File: src/rtl/pe_triplet_feeder.sv
//------------------------------------------------------------------------------
// pe_triplet_feeder
//   Buffers sparse product entries (3-D address, weight, activation) in a
//   circular FIFO and issues them to the PE reducer in groups of three.
//   A flush request drains a trailing partial group, padding the empty slots.
//   Optional feature macro: FEEDER_ZERO_SKIP_EN drops entries whose weight or
//   activation is zero after the handshake completes.
//   Rev 1.0 - initial release
//------------------------------------------------------------------------------
`default_nettype none

module pe_triplet_feeder #(
  parameter int DEPTH = 8,
  parameter int CW    = $clog2(DEPTH + 1)
) (
  input  logic                i_clk,
  input  logic                i_rst_n,
  input  logic                i_valid,
  output logic                o_ready,
  input  logic [2:0][6:0]     i_addr,
  input  logic [15:0]         i_w,
  input  logic [15:0]         i_ia,
  input  logic                i_flush,
  output logic                o_start,
  output logic [2:0][6:0]     o_addr [0:2],
  output logic [15:0]         o_w    [0:2],
  output logic [15:0]         o_ia   [0:2],
  input  logic                i_red_finish,
  output logic                o_finish,
  output logic [CW-1:0]       o_count
);

  localparam int PW = $clog2(DEPTH);

  typedef enum logic [1:0] {
    S_IDLE  = 2'd0,
    S_START = 2'd1,
    S_WAIT  = 2'd2
  } state_t;

  state_t          state_q;
  logic [PW-1:0]   wr_ptr_q;
  logic [PW-1:0]   rd_ptr_q;
  logic [CW-1:0]   count_q;
  logic [CW-1:0]   count_d;
  logic            flush_pend_q;
  logic            start_q;
  logic            finish_q;

  logic [2:0][6:0] grp_addr_q [0:2];
  logic [15:0]     grp_w_q    [0:2];
  logic [15:0]     grp_ia_q   [0:2];
  logic [2:0][6:0] grp_addr_d [0:2];
  logic [15:0]     grp_w_d    [0:2];
  logic [15:0]     grp_ia_d   [0:2];

  logic [2:0][6:0] mem_addr [0:DEPTH-1];
  logic [15:0]     mem_w    [0:DEPTH-1];
  logic [15:0]     mem_ia   [0:DEPTH-1];

  logic [2:0][6:0] rd_addr [0:2];
  logic [15:0]     rd_w    [0:2];
  logic [15:0]     rd_ia   [0:2];
  logic [2:0][6:0] last_addr;

  logic            accept;
  logic            push;
  logic            flush_eff;
  logic            load;
  logic            fin_fire;
  logic [1:0]      pop_n;

  // Ready is forced low while reset is held so every output reads 0 in reset.
  assign o_ready   = i_rst_n && (count_q < CW'(DEPTH)) && !flush_pend_q;
  assign accept    = i_valid && o_ready;
  // A flush arriving this cycle is acted on at once so an empty-FIFO flush
  // finishes on the following cycle.
  assign flush_eff = flush_pend_q || i_flush;

`ifdef FEEDER_ZERO_SKIP_EN
  assign push = accept && (i_w != 16'd0) && (i_ia != 16'd0);
`else
  assign push = accept;
`endif

  assign count_d  = count_q + CW'(push) - CW'(pop_n);
  assign o_count  = count_q;
  assign o_start  = start_q;
  assign o_finish = finish_q;
  assign o_addr   = grp_addr_q;
  assign o_w      = grp_w_q;
  assign o_ia     = grp_ia_q;

  // Issue decision in S_IDLE: full group, padded partial group, or drain done.
  always_comb begin
    load     = 1'b0;
    pop_n    = 2'd0;
    fin_fire = 1'b0;
    if (state_q == S_IDLE) begin
      if (count_q >= CW'(3)) begin
        load  = 1'b1;
        pop_n = 2'd3;
      end else if (flush_eff && (count_q != '0)) begin
        load  = 1'b1;
        pop_n = count_q[1:0];
      end else if (flush_eff && !push && !finish_q) begin
        // finish_q guard keeps the pulse one cycle wide while flush_pend clears
        fin_fire = 1'b1;
      end
    end
  end

  // Peek the three oldest entries and build the next group, padding unused slots.
  always_comb begin
    for (int k = 0; k < 3; k++) begin
      rd_addr[k] = mem_addr[rd_ptr_q + PW'(k)];
      rd_w[k]    = mem_w[rd_ptr_q + PW'(k)];
      rd_ia[k]   = mem_ia[rd_ptr_q + PW'(k)];
    end
    last_addr = (pop_n == 2'd2) ? rd_addr[1] : rd_addr[0];
    for (int k = 0; k < 3; k++) begin
      if (2'(k) < pop_n) begin
        grp_addr_d[k] = rd_addr[k];
        grp_w_d[k]    = rd_w[k];
        grp_ia_d[k]   = rd_ia[k];
      end else begin
        grp_addr_d[k] = last_addr;
        grp_w_d[k]    = 16'd0;
        grp_ia_d[k]   = 16'd0;
      end
    end
  end

  // FIFO storage write; contents need no reset since count gates every read.
  always_ff @(posedge i_clk) begin
    if (push) begin
      mem_addr[wr_ptr_q] <= i_addr;
      mem_w[wr_ptr_q]    <= i_w;
      mem_ia[wr_ptr_q]   <= i_ia;
    end
  end

  // FIFO pointers and occupancy; pointers wrap naturally at power-of-two depth.
  always_ff @(posedge i_clk or negedge i_rst_n) begin
    if (!i_rst_n) begin
      wr_ptr_q <= '0;
      rd_ptr_q <= '0;
      count_q  <= '0;
    end else begin
      if (push) begin
        wr_ptr_q <= wr_ptr_q + PW'(1);
      end
      rd_ptr_q <= rd_ptr_q + PW'(pop_n);
      count_q  <= count_d;
    end
  end

  // Issue FSM with registered start/finish pulses, flush flag and group registers.
  always_ff @(posedge i_clk or negedge i_rst_n) begin
    if (!i_rst_n) begin
      state_q      <= S_IDLE;
      start_q      <= 1'b0;
      finish_q     <= 1'b0;
      flush_pend_q <= 1'b0;
      for (int k = 0; k < 3; k++) begin
        grp_addr_q[k] <= '0;
        grp_w_q[k]    <= '0;
        grp_ia_q[k]   <= '0;
      end
    end else begin
      start_q  <= 1'b0;
      finish_q <= fin_fire;
      if (finish_q) begin
        flush_pend_q <= 1'b0;
      end else if (i_flush) begin
        flush_pend_q <= 1'b1;
      end
      case (state_q)
        S_IDLE: begin
          if (load) begin
            grp_addr_q <= grp_addr_d;
            grp_w_q    <= grp_w_d;
            grp_ia_q   <= grp_ia_d;
            start_q    <= 1'b1;
            state_q    <= S_START;
          end
        end
        S_START: state_q <= S_WAIT;
        S_WAIT: begin
          if (i_red_finish) begin
            state_q <= S_IDLE;
          end
        end
        default: state_q <= S_IDLE;
      endcase
    end
  end

endmodule

`default_nettype wire

File: config.mk
export PLATFORM = sky130hd
export DESIGN_NAME = pe_triplet_feeder
export DESIGN_NICKNAME = d
export VERILOG_FILES = /design/src/rtl/pe_triplet_feeder.sv
export SDC_FILE = /design/constraint.sdc
export NUM_CORES = 1
export LEC_CHECK = 0
export BUFFER_PORTS_ARGS = -buffer_cell sky130_fd_sc_hd__buf_2
export CORE_MARGIN = 5
export CORE_UTILIZATION = 63
export CTS_BUF_LIST = sky130_fd_sc_hd__clkbuf_16
export DETAILED_ROUTE_END_ITERATION = 10
export PLACE_DENSITY = 0.88
export SLEW_MARGIN = 20
export SYNTH_ARGS = -nofsm -noshare
export SYNTH_HDL_FRONTEND = slang
export SYNTH_SLANG_ARGS = --single-unit
File: constraint.sdc
create_clock -name i_clk -period 8.9 [get_ports i_clk]
set_input_delay 0 -clock i_clk [delete_from_list [all_inputs] [get_ports i_clk]]
set_output_delay 0 -clock i_clk [all_outputs]
set_load 0.005 [all_outputs]
==> results.py, run 1 <==
metrics = {
    "run_status": {
        "status": "finished, final reports clean",
    },
    "power_and_ir_drop": {
        "irDropWorstVdd_mv": 0.352,
        "power_frac_clock_pct": 21.0,
        "power.leakage_nw": 12.4,
        "power.share.switching_pct": 37.9,
        "power.switching_mw": 4.65,
        "powerDensity_nw_per_um2": 367,
        "pwr-share-comb_pct": 47.9,
        "p_int_mw": 7.63,
        "p_seq_share_pct": 31.0,
    },
    "logic_synthesis": {
        "synth_seq_cells": 598,
        "synth_area_leader_cell": "edfxtp_1",
        "ys_seq_area_share_pct": 58.3,
        "yosys-top-cells-area": "edfxtp_1 (43%), mux4_2 (18%), dfrtp_1 (15%)",
        "async_flop_share_pct": 29.1,
        "yosys_warnings": 0,
        "synth_cells": 1687,
        "syn-num-nets": 1757,
        "syn_area_per_cell_um2": 17.4,
        "ys_types": 45,
        "yosys_most_used_dff": "edfxtp_1",
        "synth_edf_count": 424,
        "synthesis.area_um2": 29300,
        "synth_top_area_share_pct": 43.4,
    },
    "setup_path": {
        "crit_type": "flip-flop to flip-flop",
        "rr_worst_depth": 7,
        "start_kind": "flip-flop",
        "slowest_stage": "dfrtp_4",
        "cp_common_cell": "buf_4",
        "cp.buffers_inverters": 3,
        "arrival_ps": 4630,
        "endpoint_kind": "flip-flop",
        "worst-path-stages": 7,
        "slowest_delay_ps": 970,
        "required_ps": 9460,
        "crit_chain": "buf_4, buf_6, nor2b_1, buf_4, a221oi_1, o2bb2ai_1, mux2_2",
        "critical-path-top-delay-family": "buffers and inverters",
        "worst-path-max-fanout": 73,
    },
    "die": {
        "fp.dieArea_um2": 51000,
        "num_rows": 79,
        "die_height_um": 226,
        "pin_count": 224,
        "die_w_um": 226,
        "initial_core_util_pct": 63.4,
        "core_area_um2": 46300,
    },
    "grt": {
        "grt_max_degree": 186,
        "antenna_found_initial": 3,
        "top_usage_layer": "met2",
        "first_global_vias": 20100,
        "met2_usage_pct": 51.4,
        "grt_use_met3_pct": 7.20,
        "grt_pass1_wl_um": 125000,
        "grt_use_total_pct": 32.4,
        "use_met1_pct": 43.3,
        "grt.overflow.total": 0,
    },
    "sta": {
        "max_slew.worst_pin.slew_ps": 1180,
        "tns_ps": 0,
        "max_freq_mhz": 246,
        "final_hold_viol_count": 0,
        "layout_setup_ws_ps": 4830,
        "finClkSkew_ps": 21.6,
        "maxSlewHeadroom_pct": 21.4,
        "final-setup-viol-count": 0,
        "grt_setup_unrepaired": "no",
        "min_period_ps": 4070,
        "fin_crit_sh_pct": 45.7,
        "slew_violations": 0,
    },
    "final_layout": {
        "drive_gt1_share_pct": 34.6,
        "num-nets-final": 1990,
        "synthToLayoutAreaGrowth_pct": 14.1,
        "fin_area_um2": 33400,
        "mostFrequentLayoutCell": "edfxtp_1",
        "nFillCells": 2600,
        "most-common-layout-cells": "edfxtp_1 (424), mux2i_1 (241), mux4_2 (236), buf_2 (222), dfrtp_1 (171)",
    },
    "detailed_routing": {
        "first_iter_violations": 2964,
        "routed-via-count": 19300,
        "drt_wl_total_um": 83000,
        "drc": 0,
        "viasPerCell": 7.48,
        "routedWlPerCell_um": 32.2,
        "ant_nets": 0,
        "first_pass_iters": 7,
    },
    "placement": {
        "gp_congestion": 0.842,
        "dpl_worst_slack_ps": 4680,
        "placed_cell_area_um2": 30800,
        "hpwlAfterDp_um": 46100,
        "io_buffers": 223,
    },
    "clock_network": {
        "clock-sinks": 598,
        "clk_pin_slew_ps": 70,
        "cts_resized": 0,
        "cts_tree": "built",
        "numCtsBuffers": 58,
        "htreeDepth": 2,
        "cts_buffer_depth": 3,
        "clock_latency_ps": 630,
        "clk_root_buffer_cell": "clkbuf_16",
    },
    "job": {
        "cap_violations": 0,
    },
    "worst_hold_path": {
        "hold_path_depth": 2,
        "hp-class": "input port to flip-flop",
    },
}
-- routing by layer --
layer	routed length (um)	part of all wire, %
met1	27900	34
met2	40400	49
met3	10300	12
met4	4320	5.2
met5	13	0.016
-- path summary, 6_finish.rpt --
check                      slack, ps         from             to
setup / recovery                4830  rd_ptr_q[1]     o_addr[24]
hold / removal                   180     i_ia[14]  mem_ia[2][14]
setup reg to reg                4830  rd_ptr_q[1]     o_addr[24]
hold reg to reg                  450     o_finish   flush_pend_q
max in group asynchronous       6970      i_rst_n       o_ia[27]
min in group asynchronous        470      i_rst_n       o_ia[47]
-- power by group through the flow --
stage	clock network, mW	registers, mW	logic (mW)
global placement	0	3.81	5.46
global route	2.72	3.83	6.23
finish	2.58	3.81	5.88
floorplan	0	3.65	4.33
CTS	2.59	3.79	5.78
detailed placement	0	3.83	5.68
-- logic make-up (layout without fill, tap and decap cells) --
logic type	count (synthesis)	count (layout)	share of synthesized area, %
DFF	598	598	58.3
adders and majority gates	12	12	0.563
other	0	2	0
and+or+nand+nor	43	43	0.751
muxes	560	560	29.5
AOI/OAI and AO/OA	307	307	7.65
xor gates and xnor gates	5	5	0.175
buffers and inverters	162	445	3.04
-- sequential cells by signal (all words and copies together), names as in the netlist --
name,cells
o_count,4
mem_w,128
o_w,48
o_ia,48
o_start,1
mem_addr,168
rd_ptr_q,3
mem_ia,128
o_finish,1
o_addr,63
flush_pend_q,1
wr_ptr_q,3
state_q,2
-- per-stage QoR --
stage / hold slack, ps / power (mW) / std cells / util (%)
finish: 179 / 12.3 / 2579 / 72.3
global route: 186 / 12.8 / 2579 / 72.3
CTS: 157 / 12.2 / 2574 / 72.1
detailed placement: 75.8 / 9.51 / 2405 / 66.5
global placement: 58.2 / 9.28 / 2405 / 66.5
floorplan: -296 / 7.98 / 1687 / -
-- cells in the mapped netlist (2+ instances only) --
cell type,number
a21boi_0,2
a32oi_1,21
o2bb2ai_1,83
a21oi_1,2
nor2_1,11
o22ai_1,20
buf_1,6
a22oi_1,42
inv_1,13
xnor2_1,3
or2_1,2
ha_1,10
nor3_1,3
a221oi_1,19
nand2b_1,5
o21a_1,2
nor2b_1,3
mux4_2,236
buf_4,22
mux2_2,72
fa_1,2
inv_2,2
o221ai_1,21
nor3b_1,2
clkbuf_1,44
dfrtp_1,174
mux2i_1,241
o21ai_0,90
and2_1,2
nand2_1,10
buf_2,58
mux2_1,11
edfxtp_1,424
buf_6,17
a21o_1,2
-- what timing repair did --
item                      4_1_cts  5_1_grt
hold endpoints to repair      492        0
hold buffers                   59        0
buffers inserted                0        0
-- final cells by class --
class / count / area (um^2) / area share, %
Sequential cell: 598 / 17100 / 51.1
Clock inverter: 49 / 472 / 1.41
Clock buffer: 61 / 1530 / 4.56
Multi-Input combinational cell: 927 / 11400 / 34.2
Antenna cell: 2 / 5.00 / 0.0150
Inverter: 15 / 56.3 / 0.168
Timing Repair Buffer: 320 / 2080 / 6.22
Tap cell: 607 / 759 / 2.27
Power figures use the tool's default switching activity.
==> run 2: changes to the inputs <==
--- a/config.mk
+++ b/config.mk
@@ -7,10 +7,10 @@
 export LEC_CHECK = 0
 export BUFFER_PORTS_ARGS = -buffer_cell sky130_fd_sc_hd__buf_2
 export CORE_MARGIN = 5
-export CORE_UTILIZATION = 63
+export CORE_UTILIZATION = 55
 export CTS_BUF_LIST = sky130_fd_sc_hd__clkbuf_16
 export DETAILED_ROUTE_END_ITERATION = 10
-export PLACE_DENSITY = 0.88
+export PLACE_DENSITY = 0.82
 export SLEW_MARGIN = 20
 export SYNTH_ARGS = -nofsm -noshare
 export SYNTH_HDL_FRONTEND = slang
==> constraint.sdc (replaced) <==
create_clock -name i_clk -period 3.3 [get_ports i_clk]
set_input_delay 0 -clock i_clk [delete_from_list [all_inputs] [get_ports i_clk]]
set_output_delay 0 -clock i_clk [all_outputs]
set_load 0.005 [all_outputs]
==> run 2 against run 1 <==
Sequential power rose to 2.6 times the previous value. Critical path type unchanged. Non-clock buffer count rose by 22. Count of clock-buffer cells in the layout fell by 3. Largest cell class unchanged. Cell area rose by 0.85%. Hold slack barely moved. Die area rose by 14%.
==> results.py, run 2 (synthesis gave the netlist of run 1 again) <==
metrics = {
    "final_layout": {
        "synthToLayoutAreaGrowth_pct": 15.0,
        "postLayoutCoreUtil_pct": 64.1,
        "nFillCells": 3469,
        "drive_gt1_share_pct": 35.5,
        "top_register": "mem_addr",
        "reg.largest.list": "mem_addr (168), mem_ia (128), mem_w (128)",
        "num-nets-final": 2011,
        "largest_register_ffs": 168,
        "fin_area_um2": 33700,
        "most-common-layout-cells": "edfxtp_1 (424), mux2i_1 (241), mux4_2 (236), buf_2 (222), dfrtp_1 (171)",
        "mostFrequentLayoutCell": "edfxtp_1",
    },
    "sta": {
        "tns_ps": 0,
        "min_period_ps": 2910,
        "timing.hold.ws_ps": 179,
        "max_freq_mhz": 343,
        "maxSlewHeadroom_pct": 35.3,
        "finClkSkew_ps": 29.1,
        "fin_crit_sh_pct": 88.3,
        "final-setup-viol-count": 0,
        "slew_violations": 0,
        "final_hold_viol_count": 0,
        "grt_setup_unrepaired": "no",
        "max_slew.worst_pin.slew_ps": 971,
    },
    "setup_path": {
        "worst-path-max-fanout": 44,
        "arrival_ps": 3350,
        "endpoint_kind": "flip-flop",
        "crit_type": "flip-flop to flip-flop",
        "start_kind": "flip-flop",
        "required_ps": 3740,
    },
    "detailed_routing": {
        "first_pass_iters": 5,
        "drc": 0,
        "first_iter_violations": 2339,
        "viasPerCell": 6.97,
        "ant_nets": 0,
        "routed-via-count": 18700,
        "routedWlPerCell_um": 30.0,
        "drt_wl_total_um": 80400,
    },
    "power_and_ir_drop": {
        "pwr-share-comb_pct": 49.2,
        "power.leakage_nw": 12.5,
        "powerDensity_nw_per_um2": 975,
        "p_int_mw": 20.6,
        "p_seq_share_pct": 30.3,
        "total_power_mw": 32.9,
        "power.share.switching_pct": 37.4,
        "power.switching_mw": 12.3,
        "irDropWorstVdd_mv": 1.34,
        "power_frac_clock_pct": 20.5,
    },
    "clock_network": {
        "cts_buffer_depth": 3,
        "numCtsBuffers": 57,
        "cts_tree": "built",
        "clk_root_buffer_cell": "clkbuf_16",
        "cts_resized": 0,
        "post_cts_buffers": 0,
        "clock_latency_ps": 630,
        "clock-sinks": 598,
        "htreeDepth": 2,
        "clk_pin_slew_ps": 60,
    },
    "die": {
        "die_height_um": 241,
        "num_rows": 84,
        "pin_count": 224,
        "fp.dieArea_um2": 58000,
        "die_w_um": 241,
        "core_area_um2": 52700,
        "initial_core_util_pct": 55.7,
    },
    "worst_hold_path": {
        "hp-class": "input port to flip-flop",
    },
    "grt": {
        "first_global_vias": 19700,
        "grt_pass1_wl_um": 122000,
        "grt_use_total_pct": 27.7,
        "grt_max_degree": 143,
        "antenna_found_initial": 4,
        "grt.overflow.total": 0,
    },
    "placement": {
        "io_buffers": 223,
        "gp_congestion": 0.832,
        "hpwlAfterDp_um": 47100,
        "placed_cell_area_um2": 31200,
    },
    "run_status": {
        "status": "finished, final reports clean",
    },
    "job": {
        "cap_violations": 0,
    },
}
## run 2: final cells by class
| class | count | area (um^2) | area share, % |
|---|---|---|---|
| repair buffers | 342 | 2310 | 6.86 |
| well taps | 688 | 861 | 2.55 |
| clock inverters | 49 | 485 | 1.44 |
| clock buffers | 58 | 1450 | 4.30 |
| multi-input cells | 927 | 11500 | 34.0 |
| flip-flops and latches | 598 | 17100 | 50.7 |
| inverters | 15 | 56.3 | 0.167 |
| diodes | 3 | 7.51 | 0.0223 |
## run 2: routing by layer
| layer | vias up | global-route usage (%) | part of all wire, % |
|---|---|---|---|
| met5 | - | 0 | 0.016 |
| met4 | 2 | 11.4 | 4.0 |
| met3 | 269 | 6.42 | 11 |
| met2 | 1238 | 46.1 | 50 |
| met1 | 9604 | 35.5 | 35 |
| li1 | 7577 | - | - |
## run 2: stage by stage
step	setup slack [ps]	instances
after floorplan	-440	1687
final	388	2680
after detailed placement	469	2511
after CTS	443	2677
after global routing	313	2678
after global placement	690	2511
## run 2: timing repair
item,CTS,global route
hold endpoints to repair,602,0
hold buffers,59,0
setup endpoints to repair,0,0
## run 2: worst paths after layout
| check | slack (ps) | cells past startpoint | end | start |
|---|---|---|---|---|
| setup / recovery | 390 | 6 | o_addr[14] | rd_ptr_q[1] |
| hold / removal | 180 | 2 | mem_w[2][4] | i_w[4] |
| setup reg to reg | 390 | 6 | o_addr[14] | rd_ptr_q[1] |
| hold reg to reg | 440 | 1 | flush_pend_q | o_finish |
| max in group asynchronous | 1820 | 4 | o_addr[22] | i_rst_n |
| min in group asynchronous | 470 | 4 | o_ia[23] | i_rst_n |
## run 2: worst max-delay path: stages (launching register included)
cell and delay [ps]:
dfrtp_4 490, buf_4 610, buf_4 760, mux2i_1 320
a22oi_1 120, a32oi_1 230, o221ai_1 200
## run 2: power by group through the flow
stage               clock network (mW)  registers (mW)  logic, mW
CTS                               6.79            9.96       16.1
finish                            6.75            9.96       16.2
floorplan                            0            9.85       11.7
detailed placement                   0            10.1       15.9
global placement                     0            10.0       15.4
global route                      7.16            10.1       17.2
